`src/rtl/alu_muldiv_if.sv`:
```
// Handshake bundle between the EX stage and the multi-cycle mul/div unit.
// Operand side: in_valid/in_ready with op, a, b. Result side: out_valid/out_ready
// with result. flush aborts an in-flight operation, and busy reports a non-idle unit.
interface alu_muldiv_if #(
   parameter int WIDTH = 32
);
   logic             in_valid;
   logic             in_ready;
   logic [2:0]       op;
   logic [WIDTH-1:0] a;
   logic [WIDTH-1:0] b;
   logic             flush;
   logic             out_valid;
   logic             out_ready;
   logic [WIDTH-1:0] result;
   logic             busy;

   // Upstream pipeline / consumer side
   modport master (
      output in_valid, op, a, b, flush, out_ready,
      input  in_ready, out_valid, result, busy
   );

   // Execute unit side
   modport slave (
      input  in_valid, op, a, b, flush, out_ready,
      output in_ready, out_valid, result, busy
   );
endinterface

```
`src/rtl/alu_muldiv.sv`:
```
// Iterative RV32M execute unit. MUL/MULH/MULHSU/MULHU use a shift-add multiplier.
// DIV/DIVU/REM/REMU use a restoring divider. Both work on operand magnitudes, and a
// single sign fix is applied once the iterations finish. Divide-by-zero and signed
// overflow bypass the iterations and go straight to DONE.
module alu_muldiv #(
   parameter int WIDTH = 32
) (
   input logic         clk,
   input logic         rstn,
   alu_muldiv_if.slave bus
);
   localparam int CNT_W = $clog2(WIDTH) + 1;

   localparam logic [WIDTH-1:0] ALL_ONES = {WIDTH{1'b1}};
   localparam logic [WIDTH-1:0] MOST_NEG = {1'b1, {(WIDTH-1){1'b0}}};

   localparam logic [2:0] OP_MUL    = 3'd0;
   localparam logic [2:0] OP_MULH   = 3'd1;
   localparam logic [2:0] OP_MULHSU = 3'd2;
   localparam logic [2:0] OP_MULHU  = 3'd3;
   localparam logic [2:0] OP_DIV    = 3'd4;
   localparam logic [2:0] OP_DIVU   = 3'd5;
   localparam logic [2:0] OP_REM    = 3'd6;

   typedef enum logic [2:0] {IDLE, MUL, DIV, FIX, DONE} state_t;

   state_t           state_reg;
   logic [CNT_W-1:0] cnt_reg;
   logic [2:0]       op_reg;
   logic             neg_reg;     // final result must be negated in FIX
   logic [WIDTH-1:0] hi_reg;      // product upper half / partial remainder
   logic [WIDTH-1:0] lo_reg;      // multiplier being consumed / dividend becoming quotient
   logic [WIDTH-1:0] md_reg;      // multiplicand or divisor magnitude
   logic [WIDTH-1:0] result_reg;
   logic             out_valid_reg;

   logic             in_ready;

   assign in_ready      = (state_reg == IDLE) && !bus.flush;
   assign bus.in_ready  = in_ready;
   assign bus.busy      = (state_reg != IDLE);
   assign bus.out_valid = out_valid_reg;
   assign bus.result    = result_reg;

   // Operand decode at accept time: signedness, magnitudes, result sign, shortcuts
   logic             a_signed, b_signed, a_neg, b_neg;
   logic [WIDTH-1:0] a_abs, b_abs;
   logic             neg_next;
   logic             div_zero, div_ovf, special;
   logic [WIDTH-1:0] special_val;

   always_comb begin
      a_signed = (bus.op == OP_MULH) || (bus.op == OP_MULHSU) ||
                 (bus.op == OP_DIV)  || (bus.op == OP_REM);
      b_signed = (bus.op == OP_MULH) || (bus.op == OP_DIV) || (bus.op == OP_REM);
      a_neg    = a_signed && bus.a[WIDTH-1];
      b_neg    = b_signed && bus.b[WIDTH-1];
      a_abs    = a_neg ? -bus.a : bus.a;
      b_abs    = b_neg ? -bus.b : bus.b;
      // The remainder follows the dividend's sign; everything else is the sign product
      neg_next = (bus.op == OP_REM) ? a_neg : (a_neg ^ b_neg);
      div_zero = bus.op[2] && (bus.b == '0);
      div_ovf  = ((bus.op == OP_DIV) || (bus.op == OP_REM)) &&
                 (bus.a == MOST_NEG) && (bus.b == ALL_ONES);
      special  = div_zero || div_ovf;
      // op[1] separates REM/REMU (6,7) from DIV/DIVU (4,5)
      if (div_zero) begin
         special_val = bus.op[1] ? bus.a : ALL_ONES;
      end else begin
         special_val = bus.op[1] ? '0 : bus.a;
      end
   end

   // One shift-add multiply step and one restoring divide step on the shared registers
   logic [WIDTH:0]   mul_sum;
   logic [WIDTH:0]   div_shift;
   logic [WIDTH-1:0] div_sub;
   logic             div_ge;

   always_comb begin
      mul_sum   = {1'b0, hi_reg} + (lo_reg[0] ? {1'b0, md_reg} : {(WIDTH+1){1'b0}});
      div_shift = {hi_reg, lo_reg[WIDTH-1]};
      // The partial remainder stays below the divisor, so the shifted value is below
      // twice the divisor and the kept difference always fits in WIDTH bits
      div_ge    = div_shift[WIDTH] || (div_shift[WIDTH-1:0] >= md_reg);
      div_sub   = div_shift[WIDTH-1:0] - md_reg;
   end

   // Sign correction and result selection for the FIX state
   logic [2*WIDTH-1:0] prod_fix;
   logic [WIDTH-1:0]   quot_fix, rem_fix, fix_val;

   always_comb begin
      prod_fix = neg_reg ? -{hi_reg, lo_reg} : {hi_reg, lo_reg};
      quot_fix = neg_reg ? -lo_reg : lo_reg;
      rem_fix  = neg_reg ? -hi_reg : hi_reg;
      case (op_reg)
         OP_MUL:                      fix_val = prod_fix[WIDTH-1:0];
         OP_MULH, OP_MULHSU, OP_MULHU: fix_val = prod_fix[2*WIDTH-1:WIDTH];
         OP_DIV, OP_DIVU:             fix_val = quot_fix;
         default:                     fix_val = rem_fix;
      endcase
   end

   // Control FSM and datapath registers; flush overrides every non-idle state
   always_ff @(posedge clk or negedge rstn) begin
      if (!rstn) begin
         state_reg     <= IDLE;
         cnt_reg       <= '0;
         op_reg        <= '0;
         neg_reg       <= 1'b0;
         hi_reg        <= '0;
         lo_reg        <= '0;
         md_reg        <= '0;
         result_reg    <= '0;
         out_valid_reg <= 1'b0;
      end else if (bus.flush && (state_reg != IDLE)) begin
         state_reg     <= IDLE;
         out_valid_reg <= 1'b0;
      end else begin
         case (state_reg)
            IDLE: begin
               if (bus.in_valid && in_ready) begin
                  op_reg  <= bus.op;
                  neg_reg <= neg_next;
                  cnt_reg <= CNT_W'(WIDTH);
                  hi_reg  <= '0;
                  if (special) begin
                     result_reg    <= special_val;
                     out_valid_reg <= 1'b1;
                     state_reg     <= DONE;
                  end else if (bus.op[2]) begin
                     lo_reg    <= a_abs;
                     md_reg    <= b_abs;
                     state_reg <= DIV;
                  end else begin
                     lo_reg    <= b_abs;
                     md_reg    <= a_abs;
                     state_reg <= MUL;
                  end
               end
            end
            MUL: begin
               hi_reg  <= mul_sum[WIDTH:1];
               lo_reg  <= {mul_sum[0], lo_reg[WIDTH-1:1]};
               cnt_reg <= cnt_reg - CNT_W'(1);
               if (cnt_reg == CNT_W'(1)) begin
                  state_reg <= FIX;
               end
            end
            DIV: begin
               hi_reg  <= div_ge ? div_sub : div_shift[WIDTH-1:0];
               lo_reg  <= {lo_reg[WIDTH-2:0], div_ge};
               cnt_reg <= cnt_reg - CNT_W'(1);
               if (cnt_reg == CNT_W'(1)) begin
                  state_reg <= FIX;
               end
            end
            FIX: begin
               result_reg    <= fix_val;
               out_valid_reg <= 1'b1;
               state_reg     <= DONE;
            end
            DONE: begin
               if (bus.out_ready) begin
                  out_valid_reg <= 1'b0;
                  state_reg     <= IDLE;
               end
            end
            default: begin
               state_reg <= IDLE;
            end
         endcase
      end
   end
endmodule

```
`src/flat_wrapper.sv`:
```
// flat-port wrapper written by rule: the top's interface ports become plain ports
module alu_muldiv_flat 
#(
   parameter int WIDTH = 32
)
  (clk, rstn, bus_in_valid, bus_op, bus_a, bus_b, bus_flush, bus_out_ready, bus_in_ready, bus_out_valid, bus_result, bus_busy);
  alu_muldiv_if #(.WIDTH(WIDTH)) bus_i ();
  input logic clk;
  input logic rstn;
  input wire logic [$bits(bus_i.in_valid)-1:0] bus_in_valid;
  input wire logic [$bits(bus_i.op)-1:0] bus_op;
  input wire logic [$bits(bus_i.a)-1:0] bus_a;
  input wire logic [$bits(bus_i.b)-1:0] bus_b;
  input wire logic [$bits(bus_i.flush)-1:0] bus_flush;
  input wire logic [$bits(bus_i.out_ready)-1:0] bus_out_ready;
  output wire logic [$bits(bus_i.in_ready)-1:0] bus_in_ready;
  output wire logic [$bits(bus_i.out_valid)-1:0] bus_out_valid;
  output wire logic [$bits(bus_i.result)-1:0] bus_result;
  output wire logic [$bits(bus_i.busy)-1:0] bus_busy;
  assign bus_i.in_valid = bus_in_valid;
  assign bus_i.op = bus_op;
  assign bus_i.a = bus_a;
  assign bus_i.b = bus_b;
  assign bus_i.flush = bus_flush;
  assign bus_i.out_ready = bus_out_ready;
  assign bus_in_ready = bus_i.in_ready;
  assign bus_out_valid = bus_i.out_valid;
  assign bus_result = bus_i.result;
  assign bus_busy = bus_i.busy;
  alu_muldiv #(.WIDTH(WIDTH)) u_core (.clk(clk), .rstn(rstn), .bus(bus_i));
endmodule
```
`config.mk`:
```
export PLATFORM = sky130hd
export DESIGN_NAME = alu_muldiv_flat
export DESIGN_NICKNAME = d
export VERILOG_FILES = /design/src/rtl/alu_muldiv_if.sv /design/src/rtl/alu_muldiv.sv /design/src/flat_wrapper.sv
export SDC_FILE = /design/constraint.sdc
export NUM_CORES = 1
export LEC_CHECK = 0
export ABC_AREA = 1
export CAP_MARGIN = 20
export CELL_PAD_IN_SITES_DETAIL_PLACEMENT = 1
export CELL_PAD_IN_SITES_GLOBAL_PLACEMENT = 1
export CORE_MARGIN = 4
export CORE_UTILIZATION = 42
export CTS_CLUSTER_DIAMETER = 120
export DETAILED_ROUTE_END_ITERATION = 8
export GPL_TIMING_DRIVEN = 0
export PLACE_DENSITY_LB_ADDON = 0.05
export SYNTH_ARGS = -nofsm -noshare
export SYNTH_HDL_FRONTEND = slang
export SYNTH_SLANG_ARGS = --single-unit
```
`constraint.sdc`:
```
create_clock -name clk -period 3.1 [get_ports clk]
set_input_delay 0.62 -clock clk [delete_from_list [all_inputs] [get_ports clk]]
set_output_delay 0.62 -clock clk [all_outputs]
set_load 0.01 [all_outputs]
```
==> results.ini, run 1 <==
[outcome]
status = complete, but fails checks
violations = setup timing

[timing]
slew_viol_final = 0
worst_slew_pin_slew_ns = 1.10
hold_violations = 0
fin_tns_setup_ns = -0.573
fin_crit_ns = 3.30
fin_crit_sh_pct = 106
relSlewSlack_pct = 26.3
finalWorstSetupSlack_ns = -0.199
clock_skew_ns = 0.0131
setup_viol = 7
max_freq_ghz = 0.303

[synth]
ys.flop_type = dfrtp_1
ys_warn_count = 0
synth_cell_types = 52
synth_nets = 3694
synth-seq-area-share_pct = 18.8
yosys-top-cells-area = nand2_1, dfrtp_1, nand3_1
async_reset_ff_share_pct = 100
syn_inst = 3549
synth_seq_cells = 142
synth_edf_count = 0
synth.top_cells.by_count = nand2_1, inv_1, nor2_1
synth_most_common_cell = nand2_1
netlist_area_sq_mm = 0.0189
post-synth-top-area-cell = nand2_1
avgSynthCellArea_sq_um = 5.34
yosysTopAreaCellShare_pct = 24.2

[grt]
grt_use_total_pct = 42.8
grt_max_degree = 85
grt_overflow = 0
antenna_found_initial = 5
grt_pass1_wl_mm = 156
grt_pass1_vias = 25401

[route]
drt_wl_total_mm = 105
avgViaCountPerCell = 5.98
num_vias = 25592
post_drt_wl_per_cell_microns = 24.6
drt_iter0_drc = 2541
drt-pass1-iter-count = 6
detail-route-antenna-nets = 0
drc = 0

[setup_path]
path_cells = o21ai_0, inv_1, clkbuf_1, nand3_1, nand3_1, nand2_1, nand2_1
required_ns = 3.48
crit_arrival_ns = 3.68
r2r_setup_slack_ns = -0.20
r2r-start = u_core.op_reg[2]
worst-path-max-fanout = 10
path_class = flip-flop to flip-flop
start_kind = flip-flop
rr_endpoint = u_core.bus.result[9]
r2r_cells = 7
critPathSlowestCell = o21ai_0
slowest_delay_ns = 0.84
worstSetupEndpointType = flip-flop

[floorplan]
die_area_sq_mm = 0.0486
die_y_microns = 220
core_sq_mm = 0.0444
dieWidth_microns = 220
rows = 77
ioPinCount = 107
start_util_pct = 42.6

[clock_tree]
tritoncts = done
clkTransAtPathRegs_ns = 0.08
htree_levels = 4
cts.path.max_buffers = 2
clock-sinks = 142
postCtsHoldBufs = 0
cts_buffers = 17
clk_latency_ns = 0.49
cts-root-buf = clkbuf_16

[pwr]
p_leak_uw = 0.0112
vdd_ir_drop_max_v = 0.000520
pwr_density_cell_mw_per_mm2 = 1160

[layout]
fin_cells = 4283
synthToLayoutAreaGrowth_pct = 13.8
fin_area_sq_mm = 0.0216
nets = 3822
drive_gt1_share_pct = 4.72

[place]
gp_congestion = 1.10
portBuffers = 104
placed_area_sq_mm = 0.0208
dp.cells = 4246
place_hpwl_mm = 87.5

[job]
max-cap-violations = 0

[worst_hold_path]
hp-class = input port to async pin

worst max path at each step:
stage,from,end,depth (start not counted)
after floorplan,u_core.lo_reg[0],u_core.hi_reg[27],21
after global placement,rstn,u_core.bus.result[0],1
final,u_core.op_reg[2],u_core.bus.result[9],7
after CTS,bus_a[0],u_core.md_reg[27],14
after detailed placement,bus_a[0],u_core.md_reg[27],14
after global routing,u_core.lo_reg[31],u_core.hi_reg[8],18
placed cells by master, fill, tap and decap left out, types with 11 or more instances in the layout:
master           count
or2_2               15
o22ai_1             31
nand3_1            410
nor2_1             451
a21oi_1            149
dfrtp_1            129
o21ai_0            204
buf_2               24
nor3_1              24
xor2_1              28
nand3_2             11
nand3b_1            12
clkdlybuf4s50_1    103
ha_1                69
o21ai_1             12
o211ai_1            12
nand2_2             12
clkbuf_1            62
inv_1              480
inv_2               14
xnor2_1             17
nand4_1             49
nand2_1           1217
buf_4               13
dfrtp_2             13
clkbuf_16           17
through the flow:
| step | util (%) | total power, uW | setup WS, ns | hold WS, ns |
|---|---|---|---|---|
| after floorplan | - | 14700 | 0.673 | 0.324 |
| final | 48.5 | 25000 | -0.199 | 0.0937 |
| after global placement | 46.7 | 21100 | -4.56 | 0.465 |
| after global routing | 48.5 | 26500 | -0.00128 | 0.139 |
| after CTS | 48.2 | 24100 | 0.00581 | 0.110 |
| after detailed placement | 46.7 | 21700 | -0.716 | 0.476 |
area by class of cell:
class | instances | area, sq um
clock inverters | 15 | 188
fillers | 6596 | 22900
well taps | 592 | 741
inverters | 497 | 1870
plain buffers | 112 | 547
diodes | 1 | 2.50
clock buffers | 17 | 425
repair buffers | 109 | 1100
flip-flops and latches | 142 | 3570
multi-input cells | 2798 | 13100
layer usage:
metal | wire [microns] | up-vias | share of wire, % | global-route usage [%]
met4 | 7560 | 6 | 7.2 | 24.7
li1 | - | 11542 | - | -
met5 | 45 | - | 0.043 | 0
met1 | 40900 | 12310 | 39 | 53.6
met3 | 11600 | 344 | 11 | 11.6
met2 | 45100 | 1390 | 43 | 66.3
cells by family (layout without fill, tap and decap cells):
group / after synthesis / count (layout) / synth area share [%]
compound gates: 441 / 441 / 12.5
xor+xnor: 45 / 45 / 2.08
fa+ha+maj: 73 / 73 / 4.90
buf+inv: 609 / 750 / 12.7
flops: 142 / 142 / 18.8
other cells: 0 / 1 / 0
simple gates: 2239 / 2239 / 49.1
power by group:
group / internal [uW] / leakage [uW] / switching (uW) / total [uW]
clock network: 1100 / 0.000295 / 1130 / 2220
registers: 2720 / 0.00175 / 1430 / 4150
logic: 5340 / 0.00911 / 13300 / 18600
total: 9150 / 0.0112 / 15800 / 25000
repair_timing:
item	CTS	global route
setup endpoints to repair	48	57
pin swaps	1	4
gates resized for setup	17	47
buffers inserted	0	4
critical path: cells and delay by family, from the launching register on:
kind	cells	cell delay, ns
simple gates	4	1.11
compound gates	1	0.84
buf+inv	2	0.80
flops	1	0.42
Note: power is estimated with default switching activity, not from simulation.
==> run 2, diff against run 1 <==
Settings changed: CORE_UTILIZATION 42 to 38, SKIP_CTS_REPAIR_TIMING set to 1.
Clock period 3.1 ns to 2.95 ns, I/O delays scaled along.
==> run 2 against run 1 <==
The run still ends with setup timing left. Sequential cell count unchanged. Final area increased by 1.7%. Global-route usage decreased by 3.3 points. Power increased by 7.2%. Register-to-register slack improved by 0.096 ns. Routed wire length increased by 2.8%. Core utilization decreased by 4.0 points. Clock power increased by 4%.
==> results.ini, run 2 (synthesis gave the netlist of run 1 again) <==
[floorplan]
ioPinCount = 107  ; unchanged
die_y_microns = 231  ; +4.9%
core_sq_mm = 0.0492  ; +11%
die_area_sq_mm = 0.0535  ; +10%
rows = 81  ; +5.2%
start_util_pct = 38.5  ; -4.1 points
dieWidth_microns = 231  ; +4.9%

[grt]
grt_pass1_vias = 25257  ; -0.57%
grt_pass1_wl_mm = 159  ; +1.9%
antenna_found_initial = 3  ; -2
grt_overflow = 0  ; unchanged
grt_use_total_pct = 39.4  ; -3.3 points
grt_max_degree = 94  ; +11%

[timing]
worst_slew_pin_slew_ns = 1.25  ; +0.149 ns
max_freq_ghz = 0.328  ; +8.1%
slew_viol_final = 0  ; unchanged
holdWs_ns = 0.0402  ; -0.0534 ns
fin_crit_sh_pct = 103  ; -2.9 points
setup_viol = 1  ; -6
clock_skew_ns = 0.0202  ; +0.00713 ns
relSlewSlack_pct = 16.4  ; -10 points
hold_violations = 0  ; unchanged
fin_tns_setup_ns = -0.102  ; +0.471 ns
finalWorstSetupSlack_ns = -0.102  ; +0.0963 ns
fin_crit_ns = 3.05  ; -0.246 ns

[layout]
utilization_pct = 44.6  ; -4.0 points
drive_gt1_share_pct = 6.05  ; +1.3 points
nets = 3837  ; +0.39%
final_common_cell = nand2_1
synthToLayoutAreaGrowth_pct = 15.7
final_cell_mix = nand2_1, inv_1, nor2_1
nFillCells = 7139  ; +8.2%

[pwr]
swShare_pct = 63.1  ; -0.20 points
vdd_ir_drop_max_v = 0.000551  ; +5.9%
p_switching_uw = 16900  ; +6.9%
pwr_density_cell_mw_per_mm2 = 1220  ; +5.5%
power.total_uw = 26800  ; +7.2%
p_clk_share_pct = 8.6  ; -0.3 points
comb_power_share_pct = 75.0  ; +0.5 points
p_seq_share_pct = 16.3  ; -0.3 points
intPower_uw = 9870  ; +7.8%
p_leak_uw = 0.0113  ; +0.86%

[setup_path]
crit_arrival_ns = 3.43  ; -0.25 ns
path_common_cell = nand2_1
startpoint = u_core.state_reg[2]
path_cells = nor3_4, inv_1, clkbuf_1, a31oi_1, nand3_1, nand2_1, nand2_1
r2r_setup_slack_ns = -0.10  ; +0.10 ns
critPathSlowestCell = nor3_4
r2r-start = u_core.state_reg[2]
path_class = flip-flop to flip-flop
start_kind = flip-flop
slowest_delay_ns = 0.67  ; -0.17 ns
r2r_cells = 7  ; unchanged
worst-path-max-fanout = 10  ; unchanged
required_ns = 3.33  ; -0.15 ns
worstSetupEndpointType = flip-flop
setup.worst_path.end = u_core.bus.result[8]
rr_endpoint = u_core.bus.result[8]

[clock_tree]
cts_buffers = 17  ; unchanged
clkTransAtPathRegs_ns = 0.08  ; about the same
clk_latency_ns = 0.49  ; about the same
clock-sinks = 142  ; unchanged
tritoncts = done
cts-root-buf = clkbuf_16
cts.path.max_buffers = 2  ; unchanged
htree_levels = 4  ; unchanged

[route]
met1_length_mm = 44.5  ; +8.9%
drt_iter0_drc = 2289  ; -9.9%
avgViaCountPerCell = 5.76  ; -3.6%
drc = 0  ; unchanged
drt_wl_total_mm = 108  ; +2.8%
wl_met3_mm = 9.85  ; -15%
routed.top_layer = met5
num_vias = 25195  ; -1.6%
drt-pass1-iter-count = 6  ; unchanged
detail-route-antenna-nets = 0  ; unchanged
wl_met2_mm = 46.6  ; +3.3%
post_drt_wl_per_cell_microns = 24.8  ; +0.75%

[outcome]
status = complete, but fails checks
violations = setup timing

[job]
max-cap-violations = 0  ; unchanged

[place]
pre_cts_ws_ns = -0.803  ; -0.0873 ns
place_hpwl_mm = 89.7  ; +2.6%
portBuffers = 104  ; unchanged
gp_congestion = 1.08  ; -1.7%

[worst_hold_path]
hp-class = input port to async pin

-- run 2: cell count changes in the layout (fill, tap and decap cells not counted), sizes merged --
| cell | before | now |
|---|---|---|
| clkdlybuf4s50 | 103 | 102 |
| clkbuf | 81 | 85 |
| inv | 503 | 501 |
| diode | 1 | 3 |
| buf | 54 | 65 |
| clkinv | 8 | 9 |
| clkinvlp | 1 | 2 |
| dlymetal6s2s | 0 | 1 |
-- run 2: routing by layer --
metal / up-vias / track usage [%]
met5: - / 0
met4: 4 / 21.5
met3: 309 / 10.1
met2: 1120 / 61.3
met1: 12175 / 50.1
li1: 11587 / -
-- run 2: through the flow --
stage | area (sq um) | instances
after floorplan | 18900 | 3549
after global placement | 20800 | 4317
after detailed placement | 20800 | 4318
after CTS | 21500 | 4350
after global routing | 21900 | 4369
final | 21900 | 4372
-- run 2: worst min path at each step --
stage          slack (ns)  cells after the start               endpoint
3_3_place_gp         0.47                      2  u_core.bus.result[20]
3_5_place_dp         0.47                      2   u_core.bus.out_valid
4_1_cts              0.06                      1      u_core.hi_reg[27]
6_report             0.04                      1      u_core.hi_reg[25]
2_1_floorplan        0.29                      0   u_core.bus.out_valid
5_1_grt              0.08                      1      u_core.hi_reg[27]
-- run 2: critical path, delay by kind of cell (launching register included) --
family / cells / cell delay [ns]
buffers and inverters: 2 / 0.69
AND/OR/NAND/NOR: 4 / 1.26
AO/OA/AOI/OAI: 1 / 0.50
flip-flops: 1 / 0.48
-- run 2: final cells by class --
| cell class | count | area [sq um] | area share, % |
|---|---|---|---|
| clock inverters | 15 | 190 | 0.868 |
| well taps | 664 | 831 | 3.79 |
| plain buffers | 112 | 571 | 2.60 |
| repair buffers | 124 | 1210 | 5.54 |
| clock buffers | 17 | 425 | 1.94 |
| flip-flops and latches | 142 | 3570 | 16.3 |
| inverters | 497 | 1870 | 8.54 |
| multi-input cells | 2798 | 13200 | 60.4 |
| diodes | 3 | 7.51 | 0.0343 |
-- run 2: power by group through the flow --
stage               sequential (uW)  combinational (uW)  clock [uW]
floorplan                      3610               11800           0
global placement               4250               18200           0
detailed placement             4300               18700           0
CTS                            4260               18900        2320
global route                   4380               21700        2400
finish                         4370               20100        2310
